$ cat src/rtl/i2c_txn_arbiter.sv
// -----------------------------------------------------------------------------
// i2c_txn_arbiter
//
// Shares one I2C master engine between NUM_REQ requesters. A round-robin
// arbiter picks a winner while the engine is idle. The winner's address, write
// byte and direction are latched and held on the engine inputs. The block then
// drives the engine start bit, follows the ready/status handshake, and returns
// read data, a one-cycle done pulse and an error code to the winner. A transfer
// that hangs in launch or in completion is aborted by pulsing an engine reset.
//
// Ports
//   clk        system clock
//   rst        asynchronous active-high reset
//   req        per-requester request level
//   req_addr   packed 7-bit slave addresses, requester i at [7i+6:7i]
//   req_wdata  packed write bytes, requester i at [8i+7:8i]
//   req_rw     per-requester direction (1 = read)
//   grant      one-hot current owner of the engine
//   done       one-cycle completion pulse to the owner
//   rdata      read byte, valid with done
//   err_code   valid with done: 00 ok, 01 NACK, 10 launch timeout,
//              11 completion timeout
//   m_addr     engine slave address
//   m_wdata    engine write byte
//   m_rw       engine direction
//   m_start    engine start bit (control_reg[1])
//   m_ready    engine idle / out of reset
//   m_rdata    engine read byte
//   m_status   engine status, bit 2 = address NACK
//   m_abort    engine reset request after a timeout
// -----------------------------------------------------------------------------
module i2c_txn_arbiter #(
  parameter int NUM_REQ   = 2,
  parameter int TIMEOUT   = 1024,
  parameter int ABORT_LEN = 4
) (
  input  logic                   clk,
  input  logic                   rst,
  input  logic [NUM_REQ-1:0]     req,
  input  logic [7*NUM_REQ-1:0]   req_addr,
  input  logic [8*NUM_REQ-1:0]   req_wdata,
  input  logic [NUM_REQ-1:0]     req_rw,
  output logic [NUM_REQ-1:0]     grant,
  output logic [NUM_REQ-1:0]     done,
  output logic [7:0]             rdata,
  output logic [1:0]             err_code,
  output logic [6:0]             m_addr,
  output logic [7:0]             m_wdata,
  output logic                   m_rw,
  output logic                   m_start,
  input  logic                   m_ready,
  input  logic [7:0]             m_rdata,
  input  logic [7:0]             m_status,
  output logic                   m_abort
);

  localparam int PTR_W   = (NUM_REQ > 1) ? $clog2(NUM_REQ) : 1;
  localparam int CNT_MAX = (TIMEOUT > ABORT_LEN) ? TIMEOUT : ABORT_LEN;
  localparam int CNT_W   = $clog2(CNT_MAX + 1);

  localparam logic [CNT_W-1:0] TO_LAST = CNT_W'(TIMEOUT - 1);
  localparam logic [CNT_W-1:0] AB_LAST = CNT_W'(ABORT_LEN - 1);
  localparam logic [CNT_W-1:0] CNT_SAT = {CNT_W{1'b1}};
  localparam logic [PTR_W-1:0] PTR_TOP = PTR_W'(NUM_REQ - 1);
  localparam logic [NUM_REQ-1:0] ONE_HOT0 = {{(NUM_REQ-1){1'b0}}, 1'b1};

  typedef enum logic [2:0] {
    ST_IDLE      = 3'd0,
    ST_LAUNCH    = 3'd1,
    ST_WAIT_DONE = 3'd2,
    ST_ABORT     = 3'd3,
    ST_RESP      = 3'd4
  } state_t;

  // Round-robin search starting at p. Scanning from the farthest offset back
  // to offset 0 lets the nearest requester overwrite the result, so the loop
  // needs no early exit. Result is {found, index}.
  function automatic logic [PTR_W:0] pick_winner(input logic [NUM_REQ-1:0] r,
                                                 input logic [PTR_W-1:0]   p);
    logic             found_v;
    logic [PTR_W-1:0] idx_v;
    logic [PTR_W-1:0] cand_v;
    int               sum_v;
    found_v = 1'b0;
    idx_v   = '0;
    for (int i = NUM_REQ - 1; i >= 0; i--) begin
      sum_v   = int'(p) + i;
      sum_v   = (sum_v >= NUM_REQ) ? (sum_v - NUM_REQ) : sum_v;
      cand_v  = PTR_W'(sum_v);
      found_v = r[cand_v] ? 1'b1 : found_v;
      idx_v   = r[cand_v] ? cand_v : idx_v;
    end
    return {found_v, idx_v};
  endfunction

  state_t               state_r, state_s;
  logic [PTR_W-1:0]     ptr_r, ptr_s;
  logic [PTR_W-1:0]     owner_r, owner_s;
  logic [CNT_W-1:0]     cnt_r, cnt_s;
  logic                 nack_r, nack_s;
  logic [NUM_REQ-1:0]   grant_r, grant_s;
  logic [NUM_REQ-1:0]   done_r, done_s;
  logic [7:0]           rdata_r, rdata_s;
  logic [1:0]           err_r, err_s;
  logic [6:0]           m_addr_r, m_addr_s;
  logic [7:0]           m_wdata_r, m_wdata_s;
  logic                 m_rw_r, m_rw_s;
  logic                 m_start_r, m_start_s;
  logic                 m_abort_r, m_abort_s;

  logic [PTR_W:0]       pick_s;
  logic                 win_found_s;
  logic [PTR_W-1:0]     win_idx_s;
  logic                 nack_now_s;

  // Arbitration result and the NACK flag including the current cycle.
  always_comb begin
    pick_s      = pick_winner(req, ptr_r);
    win_found_s = pick_s[PTR_W];
    win_idx_s   = pick_s[PTR_W-1:0];
    nack_now_s  = nack_r | m_status[2];
  end

  // Next-state and next-output logic; every output is registered.
  always_comb begin
    state_s   = state_r;
    ptr_s     = ptr_r;
    owner_s   = owner_r;
    cnt_s     = (cnt_r == CNT_SAT) ? cnt_r : (cnt_r + CNT_W'(1));
    nack_s    = nack_r;
    grant_s   = grant_r;
    done_s    = done_r;
    rdata_s   = rdata_r;
    err_s     = err_r;
    m_addr_s  = m_addr_r;
    m_wdata_s = m_wdata_r;
    m_rw_s    = m_rw_r;
    m_start_s = m_start_r;
    m_abort_s = m_abort_r;

    case (state_r)
      ST_IDLE: begin
        if (win_found_s && m_ready) begin
          owner_s   = win_idx_s;
          grant_s   = ONE_HOT0 << win_idx_s;
          m_addr_s  = req_addr[7*int'(win_idx_s) +: 7];
          m_wdata_s = req_wdata[8*int'(win_idx_s) +: 8];
          m_rw_s    = req_rw[win_idx_s];
          m_start_s = 1'b1;
          rdata_s   = 8'h00;
          err_s     = 2'b00;
          cnt_s     = '0;
          state_s   = ST_LAUNCH;
        end else begin
          state_s   = ST_IDLE;
        end
      end

      ST_LAUNCH: begin
        // The engine leaving idle is the acknowledgement of start; dropping
        // start on this edge prevents a second launch when it returns to idle.
        if (!m_ready) begin
          m_start_s = 1'b0;
          cnt_s     = '0;
          nack_s    = 1'b0;
          state_s   = ST_WAIT_DONE;
        end else if (cnt_r == TO_LAST) begin
          m_start_s = 1'b0;
          m_abort_s = 1'b1;
          err_s     = 2'b10;
          rdata_s   = 8'h00;
          cnt_s     = '0;
          state_s   = ST_ABORT;
        end else begin
          state_s   = ST_LAUNCH;
        end
      end

      ST_WAIT_DONE: begin
        nack_s = nack_now_s;
        if (m_ready) begin
          rdata_s = m_rw_r ? m_rdata : 8'h00;
          err_s   = nack_now_s ? 2'b01 : 2'b00;
          done_s  = grant_r;
          cnt_s   = '0;
          state_s = ST_RESP;
        end else if (cnt_r == TO_LAST) begin
          m_abort_s = 1'b1;
          err_s     = 2'b11;
          rdata_s   = 8'h00;
          cnt_s     = '0;
          state_s   = ST_ABORT;
        end else begin
          state_s   = ST_WAIT_DONE;
        end
      end

      ST_ABORT: begin
        if (cnt_r == AB_LAST) begin
          m_abort_s = 1'b0;
          done_s    = grant_r;
          cnt_s     = '0;
          state_s   = ST_RESP;
        end else begin
          state_s   = ST_ABORT;
        end
      end

      ST_RESP: begin
        done_s  = '0;
        grant_s = '0;
        ptr_s   = (owner_r == PTR_TOP) ? '0 : (owner_r + PTR_W'(1));
        cnt_s   = '0;
        state_s = ST_IDLE;
      end

      default: begin
        state_s   = ST_IDLE;
        grant_s   = '0;
        done_s    = '0;
        m_start_s = 1'b0;
        m_abort_s = 1'b0;
        cnt_s     = '0;
      end
    endcase
  end

  // State and output registers with asynchronous reset.
  always_ff @(posedge clk or posedge rst) begin
    if (rst) begin
      state_r   <= ST_IDLE;
      ptr_r     <= '0;
      owner_r   <= '0;
      cnt_r     <= '0;
      nack_r    <= 1'b0;
      grant_r   <= '0;
      done_r    <= '0;
      rdata_r   <= 8'h00;
      err_r     <= 2'b00;
      m_addr_r  <= 7'h00;
      m_wdata_r <= 8'h00;
      m_rw_r    <= 1'b0;
      m_start_r <= 1'b0;
      m_abort_r <= 1'b0;
    end else begin
      state_r   <= state_s;
      ptr_r     <= ptr_s;
      owner_r   <= owner_s;
      cnt_r     <= cnt_s;
      nack_r    <= nack_s;
      grant_r   <= grant_s;
      done_r    <= done_s;
      rdata_r   <= rdata_s;
      err_r     <= err_s;
      m_addr_r  <= m_addr_s;
      m_wdata_r <= m_wdata_s;
      m_rw_r    <= m_rw_s;
      m_start_r <= m_start_s;
      m_abort_r <= m_abort_s;
    end
  end

  assign grant    = grant_r;
  assign done     = done_r;
  assign rdata    = rdata_r;
  assign err_code = err_r;
  assign m_addr   = m_addr_r;
  assign m_wdata  = m_wdata_r;
  assign m_rw     = m_rw_r;
  assign m_start  = m_start_r;
  assign m_abort  = m_abort_r;

endmodule

$ cat config.mk
export PLATFORM = sky130hd
export DESIGN_NAME = i2c_txn_arbiter
export DESIGN_NICKNAME = d
export VERILOG_FILES = /design/src/rtl/i2c_txn_arbiter.sv
export SDC_FILE = /design/constraint.sdc
export NUM_CORES = 1
export LEC_CHECK = 0
export BUFFER_PORTS_ARGS = -buffer_cell sky130_fd_sc_hd__buf_2
export CORE_MARGIN = 2
export CORE_UTILIZATION = 30
export CTS_CLUSTER_SIZE = 28
export DETAILED_ROUTE_END_ITERATION = 10
export MAX_ROUTING_LAYER = met4
export PLACE_DENSITY_LB_ADDON = 0.05
export SLEW_MARGIN = 20
export SYNTH_ARGS = -nofsm -noshare
export SYNTH_HDL_FRONTEND = slang
export SYNTH_SLANG_ARGS = --single-unit
$ cat constraint.sdc
create_clock -name clk -period 2.7 [get_ports clk]
set_input_delay 0.54 -clock clk [delete_from_list [all_inputs] [get_ports clk]]
set_output_delay 0.54 -clock clk [all_outputs]
set_load 0.01 [all_outputs]
==> Implementation_results.wiki <==
{| class="wikitable"
! Metric !! Value
|-
| Placer congestion estimate || 0.727
|-
| Setup Buffers After CTS || 0
|-
| Initial DRC count || 53
|-
| Number of warnings printed during yosys synthesis || 0
|-
| Final-report setup violation count || 0
|-
| EDFF count, synth || 0
|-
| Post-layout nets || 376
|-
| Measured slew at the worst slew-check pin || 563 ps
|-
| Routed met1 length || 2830 um
|-
| Post-synthesis net count || 298
|-
| Commonest non-fill, non-tap cell in the layout || buf_2
|-
| Worst-skew pair later-pin latency || ~300 ps
|-
| Fraction of the cycle the final worst path needs || 82.3%
|-
| Rows || 33
|-
| Main combinational cell family by area after synthesis || compound AO/OA/AOI/OAI gates
|-
| Resized Gates After CTS || 0
|-
| CTS buffer count || 5
|-
| Initial cell density of the core || 30.5%
|-
| Remaining max-slew budget at the tightest pin || 62.3%
|-
| Hold Fails Final Rpt || 0
|-
| Total number of H-tree levels || 2
|-
| Fin Setup TNS || 0 ps
|-
| Sinks on the clock net || between 40 and 50
|-
| Type of element launching the critical path || flip-flop
|-
| Post-synth top area share || 49.7%
|-
| Die area || 0.00896 sq mm
|-
| Peak VDD IR || 0.000308 V
|-
| Highest signal layer in the routed design || met4
|-
| Hold Worst Slack || between 200 and 300 ps
|-
| First-pass GRT wire length || between 9000 and 10000 um
|-
| GRT Util Overall || 14.5%
|-
| Post-synthesis average cell area || 10.1 sq um
|-
| Worst-case clock skew || 8.27 ps
|-
| Metal3 WL || 284 um
|-
| Pin count of the biggest net entering global routing || 25
|-
| Xor-xnor portion of the synthesized cell area || 1.07%
|-
| Pins Over Slew Limit || 0
|-
| Maximum fanout along the worst path || 10
|-
| Leading cell types in the layout, fill and taps excluded || buf_2, dfrtp_1, nor2_1
|-
| Power per cell area || 879 mW/mm^2
|-
| Port bufs || 77
|-
| Final HPWL from detailed placement || 4160 um
|-
| Met2 wire len || ~2700 um
|-
| Routed WL per cell || roughly 14 um
|-
| Antenna diode count || 0
|-
| Worst Hold Class || in -> async
|-
| Aggregate global routing overflow || 0
|-
| Capturing element type of the critical path || flip-flop
|-
| Synth Area in Compound Gates || 18.7%
|-
| Cell variety after synth || 51
|-
| Max Freq || 0.450 GHz
|-
| Top-level port count || 85
|-
| Via count of the routed design || 2049
|-
| Antenna violations before repair || 0
|-
| Ratio of cells with drive above 1 in the final layout || around 33%
|-
| Clock tree buffer depth || 2
|-
| Most area-hungry cell type in the Yosys netlist || dfrtp_1
|-
| CP arrival || about 2400 ps
|-
| Remaining design rule violation count || 0
|-
| Run status || finished, final reports clean
|-
| Count of state elements after synthesis || between 40 and 50
|-
| Number of filler cells placed in the layout || approximately 870
|-
| Async set or reset register ratio after synthesis || between 90% and 100%
|-
| Adder-cell area share of the yosys netlist || 0.507%
|-
| Setup CP Type || reg -> reg
|-
| Cell area after synthesis || approximately 0.0025 sq mm
|-
| Cell leakage power || roughly 0.0015 uW
|-
| Final ANT Viol Nets || 0
|-
| Final critical-path required period || 2220 ps
|-
| Hold buffer count at cts || 0
|-
| Sequential area share after synthesis || around half
|-
| Most area-consuming cells after synthesis || dfrtp_1, mux2i_1, nor2_1
|-
| CTS clk-pin slew, worst paths || 90 ps
|-
| Chip Height || 94.7 um
|-
| Mux contribution to synthesized area || 9.13%
|-
| CP required || 2850 ps
|-
| Gate count after technology mapping || 244
|-
| Cell at the root of the clock tree || clkbuf_8
|-
| Area growth from synthesis to final layout || 24.3%
|-
| Die X-Extent || around 95 um
|-
| Drt first pass iters || 4
|-
| Setup repair after global routing missed its margin || false
|-
| Commonest register cell after synthesis || dfrtp_1
|-
| CTS tree || done
|-
| Max-cap violations || 0
|-
| Core area || around 0.0081 sq mm
|-
| Vias per inst || ~4.8
|-
| Vias in the first global route || 1975
|-
| Total length of routed wires || 5920 um
|-
| Post-synthesis share of cell area spent on and, or, nand and nor gates || 16.8%
|}
## metrics by stage
stage          power, uW  instances  utilization, %  setup slack, ps  cell area [sq um]
6_report            2700        428            37.9              479               3070
4_1_cts             2750        428            37.9              453               3070
5_1_grt             2940        428            37.9              349               3070
3_5_place_dp        2300        420            36.9              467               2980
3_3_place_gp        2300        420            36.9              485               2980
2_1_floorplan       1900        244               -              646               2470
## cell families (layout without fill, tap and decap cells)
| kind of cell | count (synthesis) | count (layout) |
|---|---|---|
| and+or+nand+nor | 80 | 80 |
| buffers and inverters | 22 | 101 |
| AOI/OAI and AO/OA | 67 | 67 |
| muxes | 22 | 22 |
| xor gates and xnor gates | 3 | 3 |
| adders and majority gates | 1 | 1 |
| DFF | 49 | 49 |
## synthesized netlist by cell type (2+ instances only)
cell type and count:
nor4_1 3, o31a_1 2, buf_6 2, buf_2 2, xor2_1 3, nor3_1 5
dfrtp_1 49, mux2i_1 21, nor2_1 34, a22o_1 8, a21oi_1 24, o31ai_1 2
or3_1 4, nand3_1 4, a211oi_1 4, buf_1 2, and3_1 3, inv_1 8
nor2b_1 3, and2_1 2, nand2_1 10, clkbuf_1 8, o21a_1 2, a2111oi_0 3
o21ai_0 10
## power by group
part / internal, uW / switching [uW]
Sequential: 983 / 215
Combinational: 475 / 596
Clock: 180 / 246
Total: 1640 / 1060
## path summary, 6_finish.rpt
| check | start | to | slack, ps | cells after the start |
|---|---|---|---|---|
| max | cnt_r[0]$_DFF_PP0_ | cnt_r[8]$_DFF_PP0_ | 480 | 5 |
| max in group asynchronous | rst | cnt_r[2]$_DFF_PP0_ | 1830 | 3 |
| min | rst | m_wdata[7]$_DFFE_PP0P_ | 260 | 2 |
| max reg2reg | cnt_r[0]$_DFF_PP0_ | cnt_r[8]$_DFF_PP0_ | 480 | 5 |
| min in group clk | m_rdata[3] | rdata[3]$_DFFE_PP0P_ | 460 | 2 |
| min reg2reg | owner_r$_DFFE_PP0P_ | ptr_r$_DFFE_PP0P_ | 470 | 1 |
## layout make-up
cell class / instances / area, sq um / area share (%)
Sequential cell: 49 / 1230 / 40.0
Multi-Input combinational cell: 173 / 1150 / 37.5
Timing Repair Buffer: 85 / 445 / 14.5
Tap cell: 105 / 131 / 4.29
Clock buffer: 6 / 72.6 / 2.37
Inverter: 8 / 30.0 / 0.980
Clock inverter: 2 / 10.0 / 0.327
## worst max-delay path, stage by stage (launching register included)
cell       delay, ps
dfrtp_1          400
ha_1             270
nand3_2          140
or4_4            620
a211oi_4         500
a2111oi_0        140
## metal layers
| layer | vias up | global-route usage [%] |
|---|---|---|
| met4 | 0 | 4.23 |
| li1 | 1035 | - |
| met2 | 51 | 22.0 |
| met3 | 7 | 3.59 |
| met5 | - | - |
| met1 | 956 | 19.2 |
## state kept, by name (all words and copies together) (netlist names)
name / cells
m_rw: 1
done: 2
rdata: 8
err_code: 2
m_wdata: 8
owner_r: 1
cnt_r: 11
state_r: 3
m_start: 1
nack_r: 1
ptr_r: 1
grant: 2
m_abort: 1
m_addr: 7
Note: power is estimated with default switching activity, not from simulation.
